===== config.mk =====
export PLATFORM = sky130hd
export DESIGN_NAME = mux_nx1_ser
export DESIGN_NICKNAME = d
export VERILOG_FILES = /design/src/rtl/mux_nx1_ser_pkg.sv /design/src/rtl/mux_nx1_ser_lane_pick.sv /design/src/rtl/mux_nx1_ser.sv
export SDC_FILE = /design/constraint.sdc
export NUM_CORES = 1
export LEC_CHECK = 0
export BUFFER_PORTS_ARGS = -buffer_cell sky130_fd_sc_hd__buf_4
export CAP_MARGIN = 25
export CORE_MARGIN = 2
export CORE_UTILIZATION = 52
export DETAILED_ROUTE_END_ITERATION = 10
export PLACE_DENSITY = 0.78
export SLEW_MARGIN = 30
export SYNTH_ARGS = -nofsm -noshare
export SYNTH_HDL_FRONTEND = slang
export SYNTH_SLANG_ARGS = --single-unit

===== constraint.sdc =====
create_clock -name clk -period 2.23 [get_ports clk]
set_input_delay 0.223 -clock clk [delete_from_list [all_inputs] [get_ports clk]]
set_output_delay 0.223 -clock clk [all_outputs]
set_load 0.05 [all_outputs]

===== src/rtl/mux_nx1_ser_pkg.sv =====
// Shared definitions for the lane mux / serializer family:
// default geometry, index-width helper and the IDLE/BUSY state view.
package mux_nx1_ser_pkg;

    localparam int DEF_WIDTH = 8;
    localparam int DEF_LANES = 4;

    typedef enum logic {
        ST_IDLE = 1'b0,
        ST_BUSY = 1'b1
    } state_e;

    // Ceiling log2 for sizing lane indices; callers keep n >= 2.
    function automatic int clog2(input int n);
        int r;
        r = 0;
        for (int v = n - 1; v > 0; v = v >> 1) begin
            r = r + 1;
        end
        return r;
    endfunction

endpackage


===== src/rtl/mux_nx1_ser_lane_pick.sv =====
// Lowest-set-bit finder over a lane mask: index of the first set lane
// and a flag telling whether any lane is set at all.
module mux_nx1_ser_lane_pick
    import mux_nx1_ser_pkg::*;
#(
    parameter int LANES = DEF_LANES
) (
    input  logic [LANES-1:0]        mask,
    output logic [clog2(LANES)-1:0] idx,
    output logic                    found
);

    localparam int IDX_W = clog2(LANES);

    // Scan from the top so the lowest set bit is the last one written.
    always_comb begin
        idx = '0;
        for (int i = LANES - 1; i >= 0; i--) begin
            if (mask[i]) begin
                idx = IDX_W'(i);
            end
        end
    end

    assign found = |mask;

endmodule


===== src/rtl/mux_nx1_ser.sv =====
// Captures a group of LANES lanes and emits them one per clock on a single
// WIDTH-bit output, lowest lane first, optionally skipping invalid lanes.
module mux_nx1_ser
    import mux_nx1_ser_pkg::*;
#(
    parameter int WIDTH        = DEF_WIDTH,
    parameter int LANES        = DEF_LANES,
    parameter bit SKIP_INVALID = 1'b0
) (
    input  logic                     clk,
    input  logic                     reset,
    input  logic [LANES*WIDTH-1:0]   in_data,
    input  logic [LANES-1:0]         lane_valid,
    input  logic                     in_load,
    output logic                     in_ready,
    output logic [WIDTH-1:0]         out,
    output logic                     validout,
    output logic [clog2(LANES)-1:0]  lane_idx,
    output logic                     overrun
);

    localparam int IDX_W = clog2(LANES);

    logic [LANES*WIDTH-1:0] hold;
    logic [LANES-1:0]       pending;
    logic [LANES-1:0]       vmask;
    state_e                 state;

    logic                   accept;
    logic [LANES-1:0]       load_mask;
    logic [LANES-1:0]       pick_mask;
    logic [LANES-1:0]       pick_vmask;
    logic [LANES*WIDTH-1:0] pick_data;
    logic [IDX_W-1:0]       pick_idx;
    logic                   pick_found;
    logic [WIDTH-1:0]       pick_lane;
    logic                   pick_valid;

    assign state    = (pending == '0) ? ST_IDLE : ST_BUSY;
    assign in_ready = reset && (state == ST_IDLE);
    assign accept   = in_load && in_ready;

    // On an accepting edge the first lane comes straight from the inputs,
    // so the group's first output appears without waiting for the capture.
    assign load_mask  = SKIP_INVALID ? lane_valid : {LANES{1'b1}};
    assign pick_mask  = accept ? load_mask  : pending;
    assign pick_vmask = accept ? lane_valid : vmask;
    assign pick_data  = accept ? in_data    : hold;

    mux_nx1_ser_lane_pick #(
        .LANES (LANES)
    ) u_lane_pick (
        .mask  (pick_mask),
        .idx   (pick_idx),
        .found (pick_found)
    );

    assign pick_lane  = pick_data[int'(pick_idx) * WIDTH +: WIDTH];
    assign pick_valid = pick_vmask[pick_idx];

    always_ff @(posedge clk or negedge reset) begin
        if (!reset) begin
            hold     <= '0;
            vmask    <= '0;
            pending  <= '0;
            out      <= '0;
            validout <= 1'b0;
            lane_idx <= '0;
            overrun  <= 1'b0;
        end else begin
            if (in_load && !in_ready) begin
                overrun <= 1'b1;
            end
            if (accept) begin
                hold  <= in_data;
                vmask <= lane_valid;
            end
            if (pick_found) begin
                pending  <= pick_mask & ~(LANES'(1) << pick_idx);
                out      <= pick_valid ? pick_lane : '0;
                validout <= pick_valid;
                lane_idx <= pick_idx;
            end else begin
                pending  <= '0;
                out      <= '0;
                validout <= 1'b0;
                lane_idx <= '0;
            end
        end
    end

endmodule


==> results.tsv, run 1 <==
metric	value	unit
run_status	finished clean	
min_period_over_period	0.8559	
slowest_stage	dfrtp_1	
drt_wl_total	4.393	mm
die_h	67.81	um
post_cts_resized	0	
met2_usage	0.3627	
cts_setup_buffers	0	
worst_clock_skew	0.005895	ns
drtAntennaViolNets	0	
synth_area_leader_cell	dfrtp_1	
cap_violations	0	
grt_pass1_wl	7.058	mm
synth_cell_types	29	
grt-ovfl-total	0	
cts_max_path_buffers	2	
cts_tree	built	
avgSynthCellArea	13.57	sq um
clk_latency	0.30	ns
hp-class	primary input to async pin	
finalNetCount	253	
drive_above_1_share	0.3953	
grt.total_usage	0.2132	
grtUsageMet3	0.06000	
yosysSeqAreaShare	0.6147	
syn-num-nets	195	
cp.required	2.38	ns
busiest_layer	met2	
whs	0.06510	ns
die_w	67.81	um
gp_congestion	0.7880	
rows	23	
areaGrowthSynthToFinish	25.95	%
synth.most_common_cell	dfrtp_1	
first_pass_iters	4	
cp-end-kind	register	
rsz0062_at_grt	no	
ys_ff_latch	52	
fmax	523.9	MHz
hold_buffers	0	
ios	52	
cp.arrival	2.06	ns
tns	0	ns
leakage	0.001321	uW
cts_root_buf	clkbuf_8	
setup_violations	0	
core_area	0.003971	sq mm
drt_iter0_markers	58	
relSlewSlack	0.5758	
path_cells	inv_1, a21o_2, a32o_2, a2111oi_1	
pre_cts_slack	0.3495	ns
fin_ws	0.3214	ns
synth_top_area_frac	0.6147	
synth-edff-count	0	
dieArea	0.004598	sq mm
peakVddDrop	0.5714	mV
routed_via_density	5.347	
htree_levels	2	
cp-start-kind	register	
antenna_found_initial	0	
drc	0	
cts.clk_slew.worst_paths	0.09	ns
avgRoutedWirePerCell	16.58	um
slowest_delay	0.47	ns
netlist_instances	156	
crit_type	register to register	
numCtsBuffers	5	
powerDensity	1069	mW/mm^2
grt_pass1_vias	1470	
finalMaxSlewViolations	0	
period_needed	1.909	ns
yosys_warnings	0	
cts_sinks	52	
vias	1417	
synth.area.top_cells	dfrtp_1 61%, mux2_2 11%, a2111oi_1 3.8%, mux2i_1 3.8%, mux2_1 3.7%	
n_antenna_cell	0	
ys_async_sr_fraction	1.000	
grt_max_degree	54	
synth_flop_cell	dfrtp_1	
synth_common_cells	52 x dfrtp_1, 20 x mux2_2, 11 x inv_1	
tightest_slew	0.6364	ns
crit_fanout	9	
hold_viol_final	0	
hpwl	3.328	mm
syn_area	0.002117	sq mm
start_util	0.5331	
io_buffers	51	
grt_use_met1	0.2593	
## metrics by stage
stage               cells  total power (uW)  utilization  instance area (sq um)
floorplan             156              2015            -                   2117
global placement      257              2286       0.6487                   2576
detailed placement    257              2351       0.6487                   2576
CTS                   265              2880       0.6714                   2666
global route          265              3020       0.6714                   2666
finish                265              2849       0.6714                   2666
## cell families (layout without fill, tap and decap cells)
| kind of cell | after synthesis | in the layout | share of synthesized area |
|---|---|---|---|
| buf+inv | 16 | 75 | 0.03073 |
| flops | 52 | 52 | 0.6147 |
| mux | 35 | 35 | 0.1814 |
| other cells | 1 | 1 | 0.001771 |
| compound gates | 26 | 26 | 0.1052 |
| simple gates | 26 | 26 | 0.06620 |
## final timing paths
check	from	end	slack, ns	depth (start not counted)
worst min register to register	pending[0]	lane_idx[0]	0.46	1
worst max-delay path	pending[1]	out[5]	0.32	4
max in group asynchronous	reset	hold[24]	1.75	2
worst min-delay path	reset	out[5]	0.07	2
worst max register to register	pending[1]	out[5]	0.32	4
min in group clk	in_data[21]	hold[21]	0.13	2
## state kept, by name (all words and copies together) (netlist names)
register,flops
vmask,4
pending,4
validout,1
lane_idx,2
out,8
hold,32
overrun,1
## cell usage in the layout, fill, tap and decap left out, drive strengths merged, types with 2 or more instances in the layout
cell type	instances
a2111oi	8
a21oi	2
buf	56
clkbuf	8
dfrtp	52
inv	11
mux2	27
mux2i	8
nand2	6
nand3	2
nor2	5
o21ai	2
o221ai	7
or3	7
## area by class of cell
class	instances	area, sq um
fill	322	1305
sequential	52	1301
multi-input combinational	88	750.7
timing repair buffer	56	420.4
clock buffer	8	90.09
tap	50	62.56
inverter	11	41.29
## routing by layer
metal	vias to the layer above	routed length [um]
li1	680	-
met1	693	1800
met2	39	2296
met3	5	241
met4	0	55
met5	-	0
## worst max-delay path, delay by kind of cell (launching register included)
kind / cells / cell delay (ns)
AOI/OAI and AO/OA: 3 / 1.10
buffers and inverters: 1 / 0.19
DFF: 1 / 0.47
## power by group
part / leakage, uW / switching, uW / internal (uW) / total (uW)
clock network: 0.0000455 / 278 / 253 / 532
registers: 0.000637 / 164 / 1270 / 1440
logic: 0.000638 / 497 / 383 / 880
total: 0.00132 / 939 / 1910 / 2850
Power figures use the tool's default switching activity.
==> run 2: changes to the inputs <==
--- a/config.mk
+++ b/config.mk
@@ -8,10 +8,10 @@
 export BUFFER_PORTS_ARGS = -buffer_cell sky130_fd_sc_hd__buf_4
 export CAP_MARGIN = 25
 export CORE_MARGIN = 2
-export CORE_UTILIZATION = 52
+export CORE_UTILIZATION = 30
 export DETAILED_ROUTE_END_ITERATION = 10
-export PLACE_DENSITY = 0.78
 export SLEW_MARGIN = 30
 export SYNTH_ARGS = -nofsm -noshare
 export SYNTH_HDL_FRONTEND = slang
+export SYNTH_HIERARCHICAL = 1
 export SYNTH_SLANG_ARGS = --single-unit
==> run 2 against run 1 <==
  * The flow now finishes with violations (negative setup slack)
  * Count of clock-buffer cells in the layout shrank 3
  * Wire length increased by 37%
  * Utilization decreased by 25 points
  * Clock skew increased by 0.0015 ns
  * Register-to-register slack got worse by 0.60 ns
  * Cell count rose by 59%
  * Area after synthesis grew 18%
  * Critical endpoint is now validout
  * Highest routed layer unchanged
==> results.tsv, run 2 <==
metric	value	unit	change
syn_area	0.002506	sq mm	+18%
htree_levels	2		unchanged
grt_max_degree	54		unchanged
fmax	398.1	MHz	-24%
mostFrequentLayoutCells	111 x nand2_1, 75 x buf_4, 52 x dfrtp_1, 16 x mux4_2, 8 x a22o_1		
rsz0062_at_grt	yes		
reg2regPathDepth	9		+5
synth-edff-count	0		unchanged
peakVddDrop	0.4231	mV	-26%
synth_common_cells	111 x nand2_1, 52 x dfrtp_1, 16 x mux4_2		
hp-class	primary input to register		
cts_sinks	52		unchanged
core_area	0.008175	sq mm	+110%
hold_depth	3		
cap_violations	0		unchanged
min_period_over_period	1.126		+0.2705
whs	0.09524	ns	+0.03014 ns
drt_iter0_markers	116		+100%
run_status	finished with violations		
dr_wl_met3	313	um	+30%
die_w	95.40	um	+41%
first_pass_iters	4		unchanged
dr.max_layer_used	met4		
drive_above_1_share	0.4132		+0.01790
cts_max_path_buffers	2		unchanged
netlist_instances	237		+52%
grt_pass1_vias	1981		+35%
die_h	95.40	um	+41%
avgSynthCellArea	10.57	sq um	-22%
cp.arrival	2.73	ns	+0.67 ns
min-delay-start	in_data[31]		
avgRoutedWirePerCell	14.24	um	-14%
largest_reg_flops	32		unchanged
cts_root_buf	clkbuf_8		
synth_top_area_frac	0.5192		-0.09544
antenna_found_initial	0		unchanged
synth.most_common_cell	nand2_1		
reg2reg_slack	-0.28	ns	-0.60 ns
crit_type	register to register		
ys_async_sr_fraction	1.000		unchanged
synth.area.top_cells	dfrtp_1 52%, nand2_1 17%, mux4_2 14%, a22o_1 2.8%, mux2_1 1.8%		
start_util	0.3066		-0.2265
met1_length	2.704	mm	+50%
gp_congestion	0.8556		+8.6%
hold_viol_final	0		unchanged
yosys_warnings	6		+6
tightest_slew	0.6432	ns	+0.006847 ns
synth_flop_cell	dfrtp_1		
largestRegisters	hold: 32 flops, out: 8 flops		
finalMaxSlewViolations	0		unchanged
setup_violations	9		+9
drc	0		unchanged
n_antenna_cell	0		unchanged
hold_buffers	0		unchanged
violations	negative setup slack		
syn-num-nets	276		+42%
relSlewSlack	0.5712		-0.004565
io_buffers	51		unchanged
post-route-util	0.4259		-0.2455
synth_area_leader_cell	dfrtp_1		
cts.clk_slew.worst_paths	0.10	ns	about the same
grt.total_usage	0.1431		-0.07007
numCtsBuffers	5		unchanged
areaGrowthSynthToFinish	38.94	%	
drtAntennaViolNets	0		unchanged
rr_startpoint	pending[0]		
wl_met2	2.915	mm	+27%
cp.required	2.45	ns	+0.07 ns
grt-ovfl-total	0		unchanged
ys_ff_latch	52		unchanged
cp-start-kind	register		
routed_via_density	4.621		-14%
drt_wl_total	6.008	mm	+37%
final_common_cell	nand2_1		
yosysSeqAreaShare	0.5192		-0.09544
finalNetCount	355		+40%
crit_fanout	3		-6
clk_latency	0.31	ns	about the same
worst_clock_skew	0.007350	ns	+0.001455 ns
vias	1950		+38%
reg2reg_to	validout		
cts_tree	built		
grt_pass1_wl	9.880	mm	+40%
dieArea	0.009101	sq mm	+98%
fin_ws	-0.2818	ns	-0.6032 ns
top_register	hold		
hpwl	4.153	mm	+25%
cp-end-kind	register		
synth_cell_types	29		unchanged
rows	33		+43%
period_needed	2.512	ns	+0.6032 ns
ios	52		unchanged
min_to	hold[31]		
leakage	0.001781	uW	+35%
powerDensity	1405	mW/mm^2	+31%
[run 2: changes by cell type in the layout (fill, tap and decap cells not counted), sizes merged, moves of 7 or more]
cell / change
o221ai: -7
or3: -7
nand2b: +7
mux2: -23
mux4: +17
nand2: +106
mux2i: -8
a2111oi: -8
a22o: +8
inv: -8
buf: +27
[run 2: area by class of cell]
class / count / area [sq um]
Clock buffer: 5 / 68.82
Clock inverter: 3 / 26.28
Fill cell: 789 / 4693
Inverter: 2 / 11.26
Multi-Input combinational cell: 171 / 1256
Sequential cell: 52 / 1301
Tap cell: 105 / 131.4
Timing Repair Buffer: 84 / 686.9
[run 2: kinds of logic (layout without fill, tap and decap cells)]
| logic type | after synthesis | count (layout) | share of synthesized area |
|---|---|---|---|
| and+or+nand+nor | 136 | 136 | 0.2366 |
| DFF | 52 | 52 | 0.5192 |
| muxes | 21 | 21 | 0.1722 |
| AOI/OAI and AO/OA | 14 | 14 | 0.04443 |
| buffers and inverters | 14 | 94 | 0.02746 |
[run 2: through the flow]
| stage | std cells | cell area, sq um | power, uW | TNS (ns) | setup slack [ns] |
|---|---|---|---|---|---|
| 2_1_floorplan | 237 | 2596 | 3195 | -1.301 | -0.2191 |
| 3_3_place_gp | 405 | 3214 | 3903 | -2.037 | -0.2339 |
| 3_5_place_dp | 405 | 3214 | 3939 | -3.031 | -0.3542 |
| 4_1_cts | 418 | 3402 | 4719 | -1.506 | -0.1825 |
| 5_1_grt | 422 | 3482 | 5248 | -2.904 | -0.3371 |
| 6_report | 422 | 3482 | 4892 | -2.290 | -0.2818 |
[run 2: worst max path at each step]
stage / startpoint / endpoint / slack [ns]
floorplan: pending[3] / validout / -0.22
global placement: pending[3] / out[7] / -0.23
detailed placement: pending[3] / out[3] / -0.35
CTS: pending[3] / validout / -0.18
global route: pending[0] / out[4] / -0.34
finish: pending[0] / validout / -0.28
[run 2: layer usage]
metal / up-vias / GRT usage
met2: 43 / 0.2277
met3: 5 / 0.03478
li1: 953 / -
met1: 949 / 0.1948
met5: - / 0
met4: 0 / 0.04286
[run 2: power by group]
| group | internal (uW) | leakage (uW) | switching (uW) |
|---|---|---|---|
| clock network | 232 | 0.0000491 | 344 |
| logic | 1470 | 0.00107 | 1340 |
| registers | 1320 | 0.000660 | 182 |
| total | 3030 | 0.00178 | 1860 |
[run 2: worst max-delay path, cell delays in order, from the launching register on]
cell and delay, ns:
dfrtp_1 0.42, nor4b_4 0.32, nand2_2 0.16, nand2b_4 0.12
nor2_4 0.05, nor3_4 0.24, buf_4 0.18, mux2_4 0.31
mux4_2 0.46, and2_4 0.15
[run 2: repair_timing]
action,4_1_cts,5_1_grt
endpoints found under the setup margin,9,9
gates cloned,0,1
pin swaps,5,12
setup buffers,5,3
gates resized for setup,11,8
==> run 3: changes to the inputs <==
--- a/config.mk
+++ b/config.mk
@@ -7,8 +7,10 @@
 export LEC_CHECK = 0
 export BUFFER_PORTS_ARGS = -buffer_cell sky130_fd_sc_hd__buf_4
 export CAP_MARGIN = 25
+export CORE_ASPECT_RATIO = 1.75
 export CORE_MARGIN = 2
 export CORE_UTILIZATION = 30
+export CTS_CLUSTER_SIZE = 24
 export DETAILED_ROUTE_END_ITERATION = 10
 export SLEW_MARGIN = 30
 export SYNTH_ARGS = -nofsm -noshare
==> run 3 against run 2 <==
  * The run still ends with negative setup slack left
  * Global-route usage is 0.78 points higher
  * Clock power up 36%
  * Sequential share of layout area about the same
  * Wire length grew 4.5%
  * Combinational power shrank 4%
  * Via count is 1.9% higher
  * Sequential power hardly changed
  * Count of clock-buffer cells in the layout is 3 higher
  * Worst hold slack better by 0.030 ns
  * Cell count shrank 3.8%
  * Maximum frequency up 2.5%
  * Largest power group unchanged
==> results.tsv, run 3 (synthesis gave the netlist of run 2 again) <==
metric	value	unit	change
routed_via_density	4.894		+5.9%
grt_max_degree	53		-1.9%
drc	0		unchanged
finalNetCount	352		-0.85%
place_area	0.003216	sq mm	about the same
min_period_over_period	1.098		-0.02789
cp_top_family	simple AND/OR/NAND/NOR gates		
leakage	0.001779	uW	-0.11%
violations	negative setup slack		
crit_fanout	6		+3
cts_tree	built		
dp.cells	391		-3.5%
cts_root_buf	clkbuf_16		
cp.required	2.41	ns	-0.04 ns
cp-start-kind	register		
whs	0.1255	ns	+0.03028 ns
period_needed	2.450	ns	-0.06218 ns
tns	-1.777	ns	+0.5127 ns
cp_num_buf_inv	2		+1
numCtsBuffers	5		unchanged
core_area	0.008203	sq mm	+0.34%
grt-ovfl-total	0		unchanged
hold_viol_final	0		unchanged
cap_violations	0		unchanged
path_cells	nor4b_4, nand2_2, nand2b_4, nor2_4, nor3_2, buf_6, mux2_4, nor3_4, nor4b_4, buf_4, a22o_1		
slowest_delay	0.41	ns	-0.05 ns
drtAntennaViolNets	0		unchanged
io_buffers	51		unchanged
mostFrequentLayoutCells	111 x nand2_1, 75 x buf_4, 52 x dfrtp_1, 16 x mux4_2, 8 x a22o_1		
cts.clk_slew.worst_paths	0.07	ns	-0.03 ns
drt_iter0_markers	114		-1.7%
fmax	408.2	MHz	+2.5%
cts_max_path_buffers	2		unchanged
areaGrowthSynthToFinish	38.89	%	about the same
post-route-util	0.4243		-0.001582
die_h	124.9	um	+31%
top_register	hold		
worst_clock_skew	0.004924	ns	-0.002427 ns
cp-end-kind	register		
drive_above_1_share	0.4013		-0.01198
cp.arrival	2.63	ns	-0.10 ns
n_antenna_cell	0		unchanged
grt.total_usage	0.1509		+0.007836
powerDensity	1435	mW/mm^2	+2.1%
largest_reg_flops	32		unchanged
crit_type	register to register		
vias	1987		+1.9%
critPathMostFrequentCell	nor4b_4		
grt_pass1_vias	2149		+8.5%
dieArea	0.009130	sq mm	+0.31%
die_w	73.09	um	-23%
design_area	0.003481	sq mm	about the same
fin_cells	406		-3.8%
hp-class	primary input to register		
ios	52		unchanged
gp_congestion	0.8414		-1.7%
grt_pass1_wl	10.43	mm	+5.5%
hpwl	4.487	mm	+8.1%
tightest_slew	0.6627	ns	+0.01946 ns
slowest_stage	dfrtp_1		
first_pass_iters	4		unchanged
final_common_cell	nand2_1		
run_status	finished with violations		
finalMaxSlewViolations	0		unchanged
setup_violations	9		unchanged
avgRoutedWirePerCell	15.47	um	+8.6%
cts_sinks	52		unchanged
rsz0062_at_grt	yes		
relSlewSlack	0.5582		-0.01297
antenna_found_initial	0		unchanged
start_util	0.3055		-0.001029
drt_wl_total	6.280	mm	+4.5%
clk_latency	0.29	ns	-0.02 ns
htree_levels	2		unchanged
fillers	791		+0.25%
rows	44		+33%
peakVddDrop	0.4252	mV	+0.50%
fin_ws	-0.2196	ns	+0.06218 ns
largestRegisters	hold: 32 flops, out: 8 flops		
-- run 3: cell count changes in the layout (fill, tap and decap cells not counted), sizes merged --
cell,previous run,this run
clkbuf,6,8
inv,3,1
clkinv,1,0
buf,83,81
-- run 3: what timing repair did --
action                                 in CTS  in global routing
pin swaps                                   6                  4
setup endpoints to repair                   9                 10
buffers inserted                            6                  1
endpoints found under the hold margin       0                  0
resized for setup                          10                  4
hold buffers                                0                  0
-- run 3: metrics by stage --
step	power, uW	setup slack, ns
after floorplan	3195	-0.2191
after global placement	3944	-0.1669
after detailed placement	4014	-0.2570
after CTS	4986	-0.2096
after global routing	5347	-0.3631
final	4995	-0.2196
-- run 3: power breakdown --
part | switching [uW] | internal (uW)
sequential | 182 | 1330
clock | 333 | 448
combinational | 1320 | 1390
-- run 3: worst paths after layout --
kind                       slack, ns        start  endpoint  cells past startpoint
min reg2reg                     0.47      overrun   overrun                      1
max reg2reg                    -0.22   pending[1]    out[6]                     11
min                             0.13  in_data[23]  hold[23]                      3
max                            -0.22   pending[1]    out[6]                     11
min in group asynchronous       0.18        reset  validout                      3
max in group asynchronous       1.60        reset   hold[6]                      3
-- run 3: worst min-delay path, delay by kind of cell --
kind,cells,cell delay (ns)
buffers and inverters,1,0.08
AND/OR/NAND/NOR,2,0.08
-- run 3: cell type report --
cell class | instances | area, sq um | area share
timing repair buffer | 81 | 656.9 | 0.1887
sequential | 52 | 1301 | 0.3738
inverter | 2 | 11.26 | 0.003235
clock buffer | 8 | 146.4 | 0.04206
multi-input combinational | 171 | 1250 | 0.3591
tap | 92 | 115.1 | 0.03307
-- run 3: layer usage --
metal,routed length [um],global-route usage,vias to the layer above
met3,254,0.03398,25
li1,-,-,942
met5,0,0,-
met2,3325,0.2512,52
met1,2354,0.1661,968
met4,346,0.09913,0
